**config.mk**
```make
export PLATFORM = sky130hd
export DESIGN_NAME = redirect_ctrl_flat
export DESIGN_NICKNAME = d
export VERILOG_FILES = /design/src/rtl/redirect_ctrl_pkg.sv /design/src/rtl/redirect_ctrl_if.sv /design/src/rtl/redirect_ctrl_branch_perf_cnt.sv /design/src/rtl/redirect_ctrl.sv /design/src/flat_wrapper.sv
export SDC_FILE = /design/constraint.sdc
export NUM_CORES = 1
export LEC_CHECK = 0
export ABC_CLOCK_PERIOD_IN_PS = 2250
export BUFFER_PORTS_ARGS = -buffer_cell sky130_fd_sc_hd__buf_2
export CAP_MARGIN = 20
export CORE_MARGIN = 10
export CORE_UTILIZATION = 45
export CTS_CLUSTER_DIAMETER = 100
export DETAILED_ROUTE_END_ITERATION = 7
export GPL_TIMING_DRIVEN = 0
export PLACE_DENSITY_LB_ADDON = 0.25
export RECOVER_POWER = 25
export SETUP_SLACK_MARGIN = 0.2
export SLEW_MARGIN = 20
export SYNTH_ARGS = -nofsm -noshare
export SYNTH_HDL_FRONTEND = slang
export SYNTH_SLANG_ARGS = --single-unit
```
**constraint.sdc**
```tcl
create_clock -name clk -period 2.25 [get_ports clk]
set_clock_uncertainty 0.05 [all_clocks]
set_input_delay 0.3375 -clock clk [delete_from_list [all_inputs] [get_ports clk]]
set_output_delay 0.3375 -clock clk [all_outputs]
set_load 0.02 [all_outputs]
```
**src/rtl/redirect_ctrl_pkg.sv**
```systemverilog
// Shared types for the front-end redirect sequencer.
package redirect_ctrl_pkg;

   typedef logic [31:0] u32;
   typedef logic [63:0] u64;

   typedef enum logic {
      IDLE = 1'b0,
      PEND = 1'b1
   } redirect_state_t;

   function automatic logic is_word_aligned(input u64 addr);
      return addr[1:0] == 2'b00;
   endfunction

endpackage

```
**src/rtl/redirect_ctrl_if.sv**
```systemverilog
// Signal bundle between execute/commit/fetch and the redirect sequencer.
interface redirect_ctrl_if;
   import redirect_ctrl_pkg::*;

   logic ex_valid;
   logic ex_stall;
   logic ex_branch;
   logic ex_taken;
   u64   ex_target;
   logic cm_redirect_valid;
   u64   cm_redirect_pc;
   logic ibus_busy;
   logic ibus_data_ok;
   logic redirect_valid;
   u64   redirect_pc;
   logic flush_front;
   logic flush_ex;
   logic fetch_hold;
   logic drop_resp;
   logic misalign_valid;
   u64   misalign_addr;
   u32   branch_cnt;
   u32   taken_cnt;

   modport slave (
      input  ex_valid, ex_stall, ex_branch, ex_taken, ex_target,
      input  cm_redirect_valid, cm_redirect_pc, ibus_busy, ibus_data_ok,
      output redirect_valid, redirect_pc, flush_front, flush_ex,
      output fetch_hold, drop_resp, misalign_valid, misalign_addr,
      output branch_cnt, taken_cnt
   );

   modport master (
      output ex_valid, ex_stall, ex_branch, ex_taken, ex_target,
      output cm_redirect_valid, cm_redirect_pc, ibus_busy, ibus_data_ok,
      input  redirect_valid, redirect_pc, flush_front, flush_ex,
      input  fetch_hold, drop_resp, misalign_valid, misalign_addr,
      input  branch_cnt, taken_cnt
   );

endinterface

```
**src/rtl/redirect_ctrl_branch_perf_cnt.sv**
```systemverilog
// Pair of free-running, wrapping 32-bit branch statistics counters.
module branch_perf_cnt
   import redirect_ctrl_pkg::*;
(
   input  logic clk,
   input  logic resetn,
   input  logic inc_branch,
   input  logic inc_taken,
   output u32   branch_cnt,
   output u32   taken_cnt
);

   u32 branch_q;
   u32 taken_q;

   always_ff @(posedge clk or negedge resetn) begin
      if (!resetn) begin
         branch_q <= '0;
         taken_q  <= '0;
      end else begin
         if (inc_branch) branch_q <= branch_q + 32'd1;
         if (inc_taken)  taken_q  <= taken_q + 32'd1;
      end
   end

   assign branch_cnt = branch_q;
   assign taken_cnt  = taken_q;

endmodule

```
**src/rtl/redirect_ctrl.sv**
```systemverilog
// Prioritises commit and execute redirects into one fetch PC redirect,
// holding it while an ibus fetch is in flight so the stale response is dropped.
module redirect_ctrl
   import redirect_ctrl_pkg::*;
(
   input  logic            clk,
   input  logic            resetn,
   redirect_ctrl_if.slave  bus
);

   redirect_state_t state_q, state_d;
   u64              pend_pc_q, pend_pc_d;

   logic ex_br, ex_tk;
   logic evt;
   u64   evt_pc;
   logic rv, ff, fe, fh, dr, mv;
   u64   rpc, ma;
   logic inc_b, inc_t;

   // A stalled EX instruction is invisible until the cycle it actually moves on.
   assign ex_br = bus.ex_valid & ~bus.ex_stall & bus.ex_branch;
   assign ex_tk = ex_br & bus.ex_taken;

   always_comb begin
      state_d   = state_q;
      pend_pc_d = pend_pc_q;
      evt       = 1'b0;
      evt_pc    = '0;
      rv        = 1'b0;
      rpc       = '0;
      ff        = 1'b0;
      fe        = 1'b0;
      fh        = 1'b0;
      dr        = 1'b0;
      mv        = 1'b0;
      ma        = '0;
      inc_b     = 1'b0;
      inc_t     = 1'b0;
      case (state_q)
         IDLE: begin
            inc_b = ex_br & ~bus.cm_redirect_valid;
            inc_t = ex_tk & ~bus.cm_redirect_valid;
            if (bus.cm_redirect_valid) begin
               evt    = 1'b1;
               evt_pc = bus.cm_redirect_pc;
               ff     = 1'b1;
               fe     = 1'b1;
            end else if (ex_tk && is_word_aligned(bus.ex_target)) begin
               evt    = 1'b1;
               evt_pc = bus.ex_target;
               ff     = 1'b1;
            end else if (ex_tk) begin
               mv = 1'b1;
               ma = bus.ex_target;
            end
            if (evt) begin
               if (bus.ibus_busy && !bus.ibus_data_ok) begin
                  pend_pc_d = evt_pc;
                  state_d   = PEND;
                  fh        = 1'b1;
               end else begin
                  rv  = 1'b1;
                  rpc = evt_pc;
                  dr  = bus.ibus_data_ok;
               end
            end
         end
         PEND: begin
            // Everything arriving from EX here is wrong-path and is ignored.
            fh = 1'b1;
            if (bus.cm_redirect_valid) begin
               pend_pc_d = bus.cm_redirect_pc;
               ff        = 1'b1;
               fe        = 1'b1;
            end
            if (bus.ibus_data_ok) begin
               dr      = 1'b1;
               rv      = 1'b1;
               rpc     = bus.cm_redirect_valid ? bus.cm_redirect_pc : pend_pc_q;
               state_d = IDLE;
            end
         end
         default: state_d = IDLE;
      endcase
   end

   always_ff @(posedge clk or negedge resetn) begin
      if (!resetn) begin
         state_q   <= IDLE;
         pend_pc_q <= '0;
      end else begin
         state_q   <= state_d;
         pend_pc_q <= pend_pc_d;
      end
   end

   branch_perf_cnt u_perf (
      .clk        (clk),
      .resetn     (resetn),
      .inc_branch (inc_b),
      .inc_taken  (inc_t),
      .branch_cnt (bus.branch_cnt),
      .taken_cnt  (bus.taken_cnt)
   );

   // Combinational outputs are forced quiet while reset is held.
   assign bus.redirect_valid = resetn & rv;
   assign bus.redirect_pc    = resetn ? rpc : '0;
   assign bus.flush_front    = resetn & ff;
   assign bus.flush_ex       = resetn & fe;
   assign bus.fetch_hold     = resetn & fh;
   assign bus.drop_resp      = resetn & dr;
   assign bus.misalign_valid = resetn & mv;
   assign bus.misalign_addr  = resetn ? ma : '0;

endmodule

```
**src/flat_wrapper.sv**
```systemverilog
// flat-port wrapper written by rule: the top's interface ports become plain ports
module redirect_ctrl_flat import redirect_ctrl_pkg::*;
  (clk, resetn, bus_ex_valid, bus_ex_stall, bus_ex_branch, bus_ex_taken, bus_ex_target, bus_cm_redirect_valid, bus_cm_redirect_pc, bus_ibus_busy, bus_ibus_data_ok, bus_redirect_valid, bus_redirect_pc, bus_flush_front, bus_flush_ex, bus_fetch_hold, bus_drop_resp, bus_misalign_valid, bus_misalign_addr, bus_branch_cnt, bus_taken_cnt);
  redirect_ctrl_if bus_i ();
  input  logic clk;
  input  logic resetn;
  input wire logic [$bits(bus_i.ex_valid)-1:0] bus_ex_valid;
  input wire logic [$bits(bus_i.ex_stall)-1:0] bus_ex_stall;
  input wire logic [$bits(bus_i.ex_branch)-1:0] bus_ex_branch;
  input wire logic [$bits(bus_i.ex_taken)-1:0] bus_ex_taken;
  input wire logic [$bits(bus_i.ex_target)-1:0] bus_ex_target;
  input wire logic [$bits(bus_i.cm_redirect_valid)-1:0] bus_cm_redirect_valid;
  input wire logic [$bits(bus_i.cm_redirect_pc)-1:0] bus_cm_redirect_pc;
  input wire logic [$bits(bus_i.ibus_busy)-1:0] bus_ibus_busy;
  input wire logic [$bits(bus_i.ibus_data_ok)-1:0] bus_ibus_data_ok;
  output wire logic [$bits(bus_i.redirect_valid)-1:0] bus_redirect_valid;
  output wire logic [$bits(bus_i.redirect_pc)-1:0] bus_redirect_pc;
  output wire logic [$bits(bus_i.flush_front)-1:0] bus_flush_front;
  output wire logic [$bits(bus_i.flush_ex)-1:0] bus_flush_ex;
  output wire logic [$bits(bus_i.fetch_hold)-1:0] bus_fetch_hold;
  output wire logic [$bits(bus_i.drop_resp)-1:0] bus_drop_resp;
  output wire logic [$bits(bus_i.misalign_valid)-1:0] bus_misalign_valid;
  output wire logic [$bits(bus_i.misalign_addr)-1:0] bus_misalign_addr;
  output wire logic [$bits(bus_i.branch_cnt)-1:0] bus_branch_cnt;
  output wire logic [$bits(bus_i.taken_cnt)-1:0] bus_taken_cnt;
  assign bus_i.ex_valid = bus_ex_valid;
  assign bus_i.ex_stall = bus_ex_stall;
  assign bus_i.ex_branch = bus_ex_branch;
  assign bus_i.ex_taken = bus_ex_taken;
  assign bus_i.ex_target = bus_ex_target;
  assign bus_i.cm_redirect_valid = bus_cm_redirect_valid;
  assign bus_i.cm_redirect_pc = bus_cm_redirect_pc;
  assign bus_i.ibus_busy = bus_ibus_busy;
  assign bus_i.ibus_data_ok = bus_ibus_data_ok;
  assign bus_redirect_valid = bus_i.redirect_valid;
  assign bus_redirect_pc = bus_i.redirect_pc;
  assign bus_flush_front = bus_i.flush_front;
  assign bus_flush_ex = bus_i.flush_ex;
  assign bus_fetch_hold = bus_i.fetch_hold;
  assign bus_drop_resp = bus_i.drop_resp;
  assign bus_misalign_valid = bus_i.misalign_valid;
  assign bus_misalign_addr = bus_i.misalign_addr;
  assign bus_branch_cnt = bus_i.branch_cnt;
  assign bus_taken_cnt = bus_i.taken_cnt;
  redirect_ctrl u_core (.clk(clk), .resetn(resetn), .bus(bus_i));
endmodule
```
After elaboration in Yosys (flattened, before gate mapping)

Index checks and enable logic that the tools add are counted.

Bits of input ports: 137
Word-level logic and storage cells: 66
Register bits after elaboration: 129
Output and inout bits: 198

Add/subtract/negate cells: 2
Mux-type cells: 39
Bitwise operators: 14
Reductions and logical operators: 5
Equal/unequal tests: 2

Operator list:

| kind                                                                    | count |
|---|---|
| 64-bit 2-to-1 mux                                                       | 14 |
| 64-bit case mux with 2 select lines                                     | 2 |
| 32-bit by 1-bit adder with 32-bit output, second input constant         | 2 |
| 1-bit 2-to-1 mux                                                        | 18 |
| 1-bit bitwise AND                                                       | 11 |
| 1-bit case mux with 2 select lines                                      | 5 |
| 2-bit by 1-bit inequality test with 1-bit output, second input constant | 2 |
| 1-bit inverter                                                          | 3 |
| 1-bit logical AND                                                       | 2 |
| 2-bit logical NOT                                                       | 1 |
| 2-bit AND reduction                                                     | 1 |
| 1-bit logical NOT                                                       | 1 |

Logic depth before layout (Yosys ltp)

Depth in word-level cells: 11
Gate-level depth with buffers: 8
Gate-level depth less buffers: 5

Cells and area by module

Synthesis repeated with hierarchy kept, for this count alone.

Cells, all modules: 963
Area, all modules: 8,557.0 um^2

By module, submodules not included:

| module          | times used | area an instance (um^2) | cells an instance | sequential area each (um^2) |
|---|---|---|---|---|
| redirect_ctrl   | 1          | 5,601.6                 | 710               | 1,626.6 |
| branch_perf_cnt | 1          | 2,955.3                 | 253               | 1,601.5 |

Worst setup path after synthesis

Ideal clock, no wire load.

Path type: flip-flop to output port
Start point: register u_core.state_q
End point: output bus_redirect_pc[42]
Stages on the path, launching flop included: 9
Arrival: 1.989 ns
Slack: -0.126 ns
Buffers on the path: 4
Required time: 1.862 ns
Cell sequence: dfrtp_1 -> buf_6 -> or2_1 -> buf_2 -> nor4_1 -> buf_2 -> buf_4 -> a222oi_1 -> nor2b_1

Word-level cells in the longest chain between the ends: 3

RTL lines:

| what                                    | RTL line             | source |
|---|---|---|
| start: declaration                      | redirect_ctrl.sv:11  | `redirect_state_t state_q, state_d;` |
| start signal: assignment                | redirect_ctrl.sv:93  | `state_q <= state_d;` |
| 1-bit inverter                          | redirect_ctrl.sv:40  | `case (state_q)` |
| 64-bit case mux with 2 select lines (*) | redirect_ctrl.sv:40  |  |
| 64-bit 2-to-1 mux (*)                   | redirect_ctrl.sv:109 | `assign bus.redirect_pc = resetn ? rpc : '0;` |
| end: declaration                        | flat_wrapper.sv:17   | `output wire logic [$bits(bus_i.redirect_pc)-1:0] bus_redirect_pc;` |

Mark *: on every way between the ends. The rest lies on a longest branch, timed or not.

Worst setup path in the final report

Start point: register u_core.state_q
End point: output bus_redirect_pc[8]

The elaborated chain is that of the path after synthesis.

==> results by group <==
Worst hold path
  – Min-Delay Path Class: input port to register

Yosys
  – Syn_nets: 1126
  – Synthesized area: between 0.008 and 0.009 sq mm
  – Post-synth EDFFs: 0
  – Yosys reg bits: about 130
  – Mapped Cells: 987
  – Avg Inst Size Synth: 8.71 sq um
  – Netlist cell types: 47
  – Ys Warns: 0
  – Post-Synth XOR/XNOR Area: 0.0632
  – Post-synthesis sequential area ratio: 0.375
  – Mux contribution to synthesized area: 0.00262
  – Async SR Flop Fraction: 1.00
  – Post-Synth Simple-Gate Area: 0.260
  – Main synth FF type: dfrtp_1
  – Post-synthesis adder-cell area fraction: 0.00291
  – Compound-Gate Fraction of Synth Area: 0.236
  – Largest family of logic cells by synthesized area: simple AND/OR/NAND/NOR gates

Setup path
  – Kind of critical path: register to output pin
  – Max FO, Critical Path: 7
  – Buf/Inv on CP: 6
  – Worst path max stage delay: 370 ps
  – Crit path cell chain: buf_6 > or2_1 > buf_6 > nor4_4 > buf_6 > buf_12 > buf_4 > a222oi_1 > nor2b_2 > buf_6
  – WP data required: 1860 ps
  – Crit start category: register
  – Data arrival time of the critical path: 2340 ps
  – R2R setup slack: -230 ps
  – Critical Path End Type: output pin
  – Worst path slowest cell: dfrtp_1
  – CP dominant cell by count: buf_6
  – Top Family by Delay on Critical Path: buffers and inverters

Timing
  – Period Utilization, post-route: 1.21
  – Worst Max-Slew Pin Slew: 1260 ps
  – Hold Slack: around 120 ps
  – Fin crit period: roughly 2700 ps
  – Fin. Hold Viols: 0
  – Total negative slack: -50310 ps
  – Post-route setup slack: -482 ps
  – Final setup viols: 150
  – Count of pins over their slew limit: 0
  – Slew HR: 0.162
  – Max Fclk: 366 MHz
  – RSZ-0062 raised after global routing: true

Detailed routing
  – ANT nets after route: 0
  – DRT iter0 DRCs: 1120
  – DRC viols: 0
  – Pre-antenna DRT Iters: 7
  – Total wire length: 40300 um
  – DR vias/cell: 6.24
  – Via count: 10365
  – Wirelength per Cell: 24.3 um

Layout
  – FILL cells: 1341
  – Final cell count without fillers: 1660
  – Area grow syn2layout: 60.4%
  – # nets final: 1546
  – Combined flip-flop and latch cell area: 0.00323 sq mm
  – Cell area after layout: 0.0138 sq mm
  – Layout cells sized above 1: 0.445
  – Multi-input logic area: 0.00549 sq mm

Global routing
  – Vias in the first global route: 10156
  – Total congestion overflow: 0
  – Global-route wire length before repair: just under 60000 um
  – Initial antenna violation count: 4
  – Gr usage total: 0.298
  – Largest net degree at the start of global routing: 45

Pwr
  – Maximum vdd ir drop: between 0.4 and 0.5 mV
  – PD cells: roughly 540 mW/mm^2
  – Leak: roughly 0.0067 uW

Place
  – Placed Area: roughly 0.011 sq mm
  – Post-DP HPWL: 26600 um
  – Port Buffers: 333
  – Placer Congestion: 0.902
  – Dpl cells: around 1600
  – Setup Slack @ Placement: -1210 ps

Floorplanning
  – Die width: 158 um
  – I/O Pins: 335
  – Rows: 50
  – Die area: ~0.025 sq mm
  – Die Height: ~160 um
  – Initial Utilization: 0.458
  – Core area: between 0.015 and 0.02 sq mm

Clock tree
  – CTS tree: yes
  – H-tree depth: 4
  – Clk buf depth: 2
  – Clock Pin Slew Worst Setup and Hold Paths: 60 ps
  – Worst skew pair latency: roughly 420 ps
  – Clock root cell: clkbuf_16
  – Cts bufs inserted: 17
  – CTS sink count: 129

Run status
  – Failing checks: setup timing
  – Status: finished, violations left

Job
  – Max-Cap Viols: 0
==> layer usage <==
metal	track usage	up-vias	wire, um
met5	0	-	0
met3	0.0792	111	4060
met4	0.143	0	1570
li1	-	4526	-
met2	0.488	655	19500
met1	0.357	5073	15200
==> synthesized netlist by cell type, drive strengths merged (12+ instances only) <==
master  count  area share
nand3      19       0.011
o31ai      27       0.024
a221oi     27       0.028
clkbuf     64       0.028
nor2       45       0.020
o221ai     35       0.036
a221o      25       0.029
inv        41       0.018
and2       69       0.050
a222oi     39       0.045
nand2      98       0.043
nor2b      68       0.049
and3       33       0.024
buf        24       0.014
nand4      25       0.018
nor4       14       0.017
xnor2      37       0.038
nor3       12      0.0082
xor2       25       0.025
dfrtp     129        0.38
a21boi     28       0.024
o21ai      62       0.036
==> flip-flops by register name, summed over array words and instances, names as in the netlist <==
register	count
u_core.u_perf.branch_cnt	32
u_core.u_perf.taken_cnt	32
u_core.pend_pc_q	64
u_core.state_q	1
==> power by group <==
group / switching, uW / leakage (uW) / internal (uW) / total (uW)
clock: 1160 / 0.000298 / 1720 / 2880
sequential: 257 / 0.00166 / 2630 / 2890
combinational: 992 / 0.00474 / 708 / 1700
==> cell usage in the layout, fill, tap and decap left out, drive strengths merged, types with 2 or more instances in the layout <==
cell type,instances
nand4,25
nand3,19
ha,2
dfrtp,129
and2,69
a222oi,39
or2,2
nand2,98
a22oi,9
nor4,14
clkinv,6
a221o,25
and3,33
dlygate4sd3,2
a21oi,4
or4,2
xor2,25
clkbuf,88
o211a,2
bufinv,2
or3b,2
inv,45
a21boi,28
and4,8
o21ai,62
mux2,2
nor3,12
nor2,45
xnor2,37
nor2b,68
diode,6
o31ai,27
o221ai,35
buf,415
a221oi,27
==> worst paths after layout <==
path,startpoint,endpoint,cells past startpoint
setup / recovery,u_core.state_q$_DFF_PN0_,bus_redirect_pc[8],10
hold / removal,bus_cm_redirect_pc[0],u_core.pend_pc_q[0]$_DFFE_PN0P_,2
setup reg to reg,u_core.state_q$_DFF_PN0_,u_core.u_perf.branch_cnt[16]$_DFFE_PN0P_,11
hold reg to reg,u_core.u_perf.taken_cnt[31]$_DFFE_PN0P_,u_core.u_perf.taken_cnt[31]$_DFFE_PN0P_,1
max in group asynchronous,resetn,u_core.pend_pc_q[27]$_DFFE_PN0P_,3
min in group asynchronous,resetn,u_core.pend_pc_q[32]$_DFFE_PN0P_,3
==> stage by stage <==
stage	utilization	total power, uW
final	0.735	7470
after global placement	0.575	4310
after floorplan	-	3730
after global routing	0.735	7760
after CTS	0.699	7390
after detailed placement	0.577	4360
==> cells by family after synthesis <==
| kind of cell | after synthesis |
|---|---|
| AOI/OAI and AO/OA | 260 |
| xor gates and xnor gates | 62 |
| adders and majority gates | 2 |
| buffers and inverters | 129 |
| DFF | 129 |
| muxes | 2 |
| and+or+nand+nor | 403 |
==> what timing repair did <==
item,CTS,global route
cloned,9,5
hold buffers,5,0
pin swaps,46,92
gates resized for setup,353,172
endpoints found under the setup margin,220,232
hold endpoints to repair,44,0
buffers inserted,29,19
==> final cells by class <==
type / instances / share of cell area
clock inverters: 13 / 0.0111
multi-input cells: 730 / 0.398
well taps: 234 / 0.0212
diodes: 6 / 0.00109
plain buffers: 88 / 0.0510
flip-flops and latches: 129 / 0.234
clock buffers: 19 / 0.0328
inverters: 41 / 0.0112
repair buffers: 400 / 0.240
Note: power is estimated with default switching activity, not from simulation.
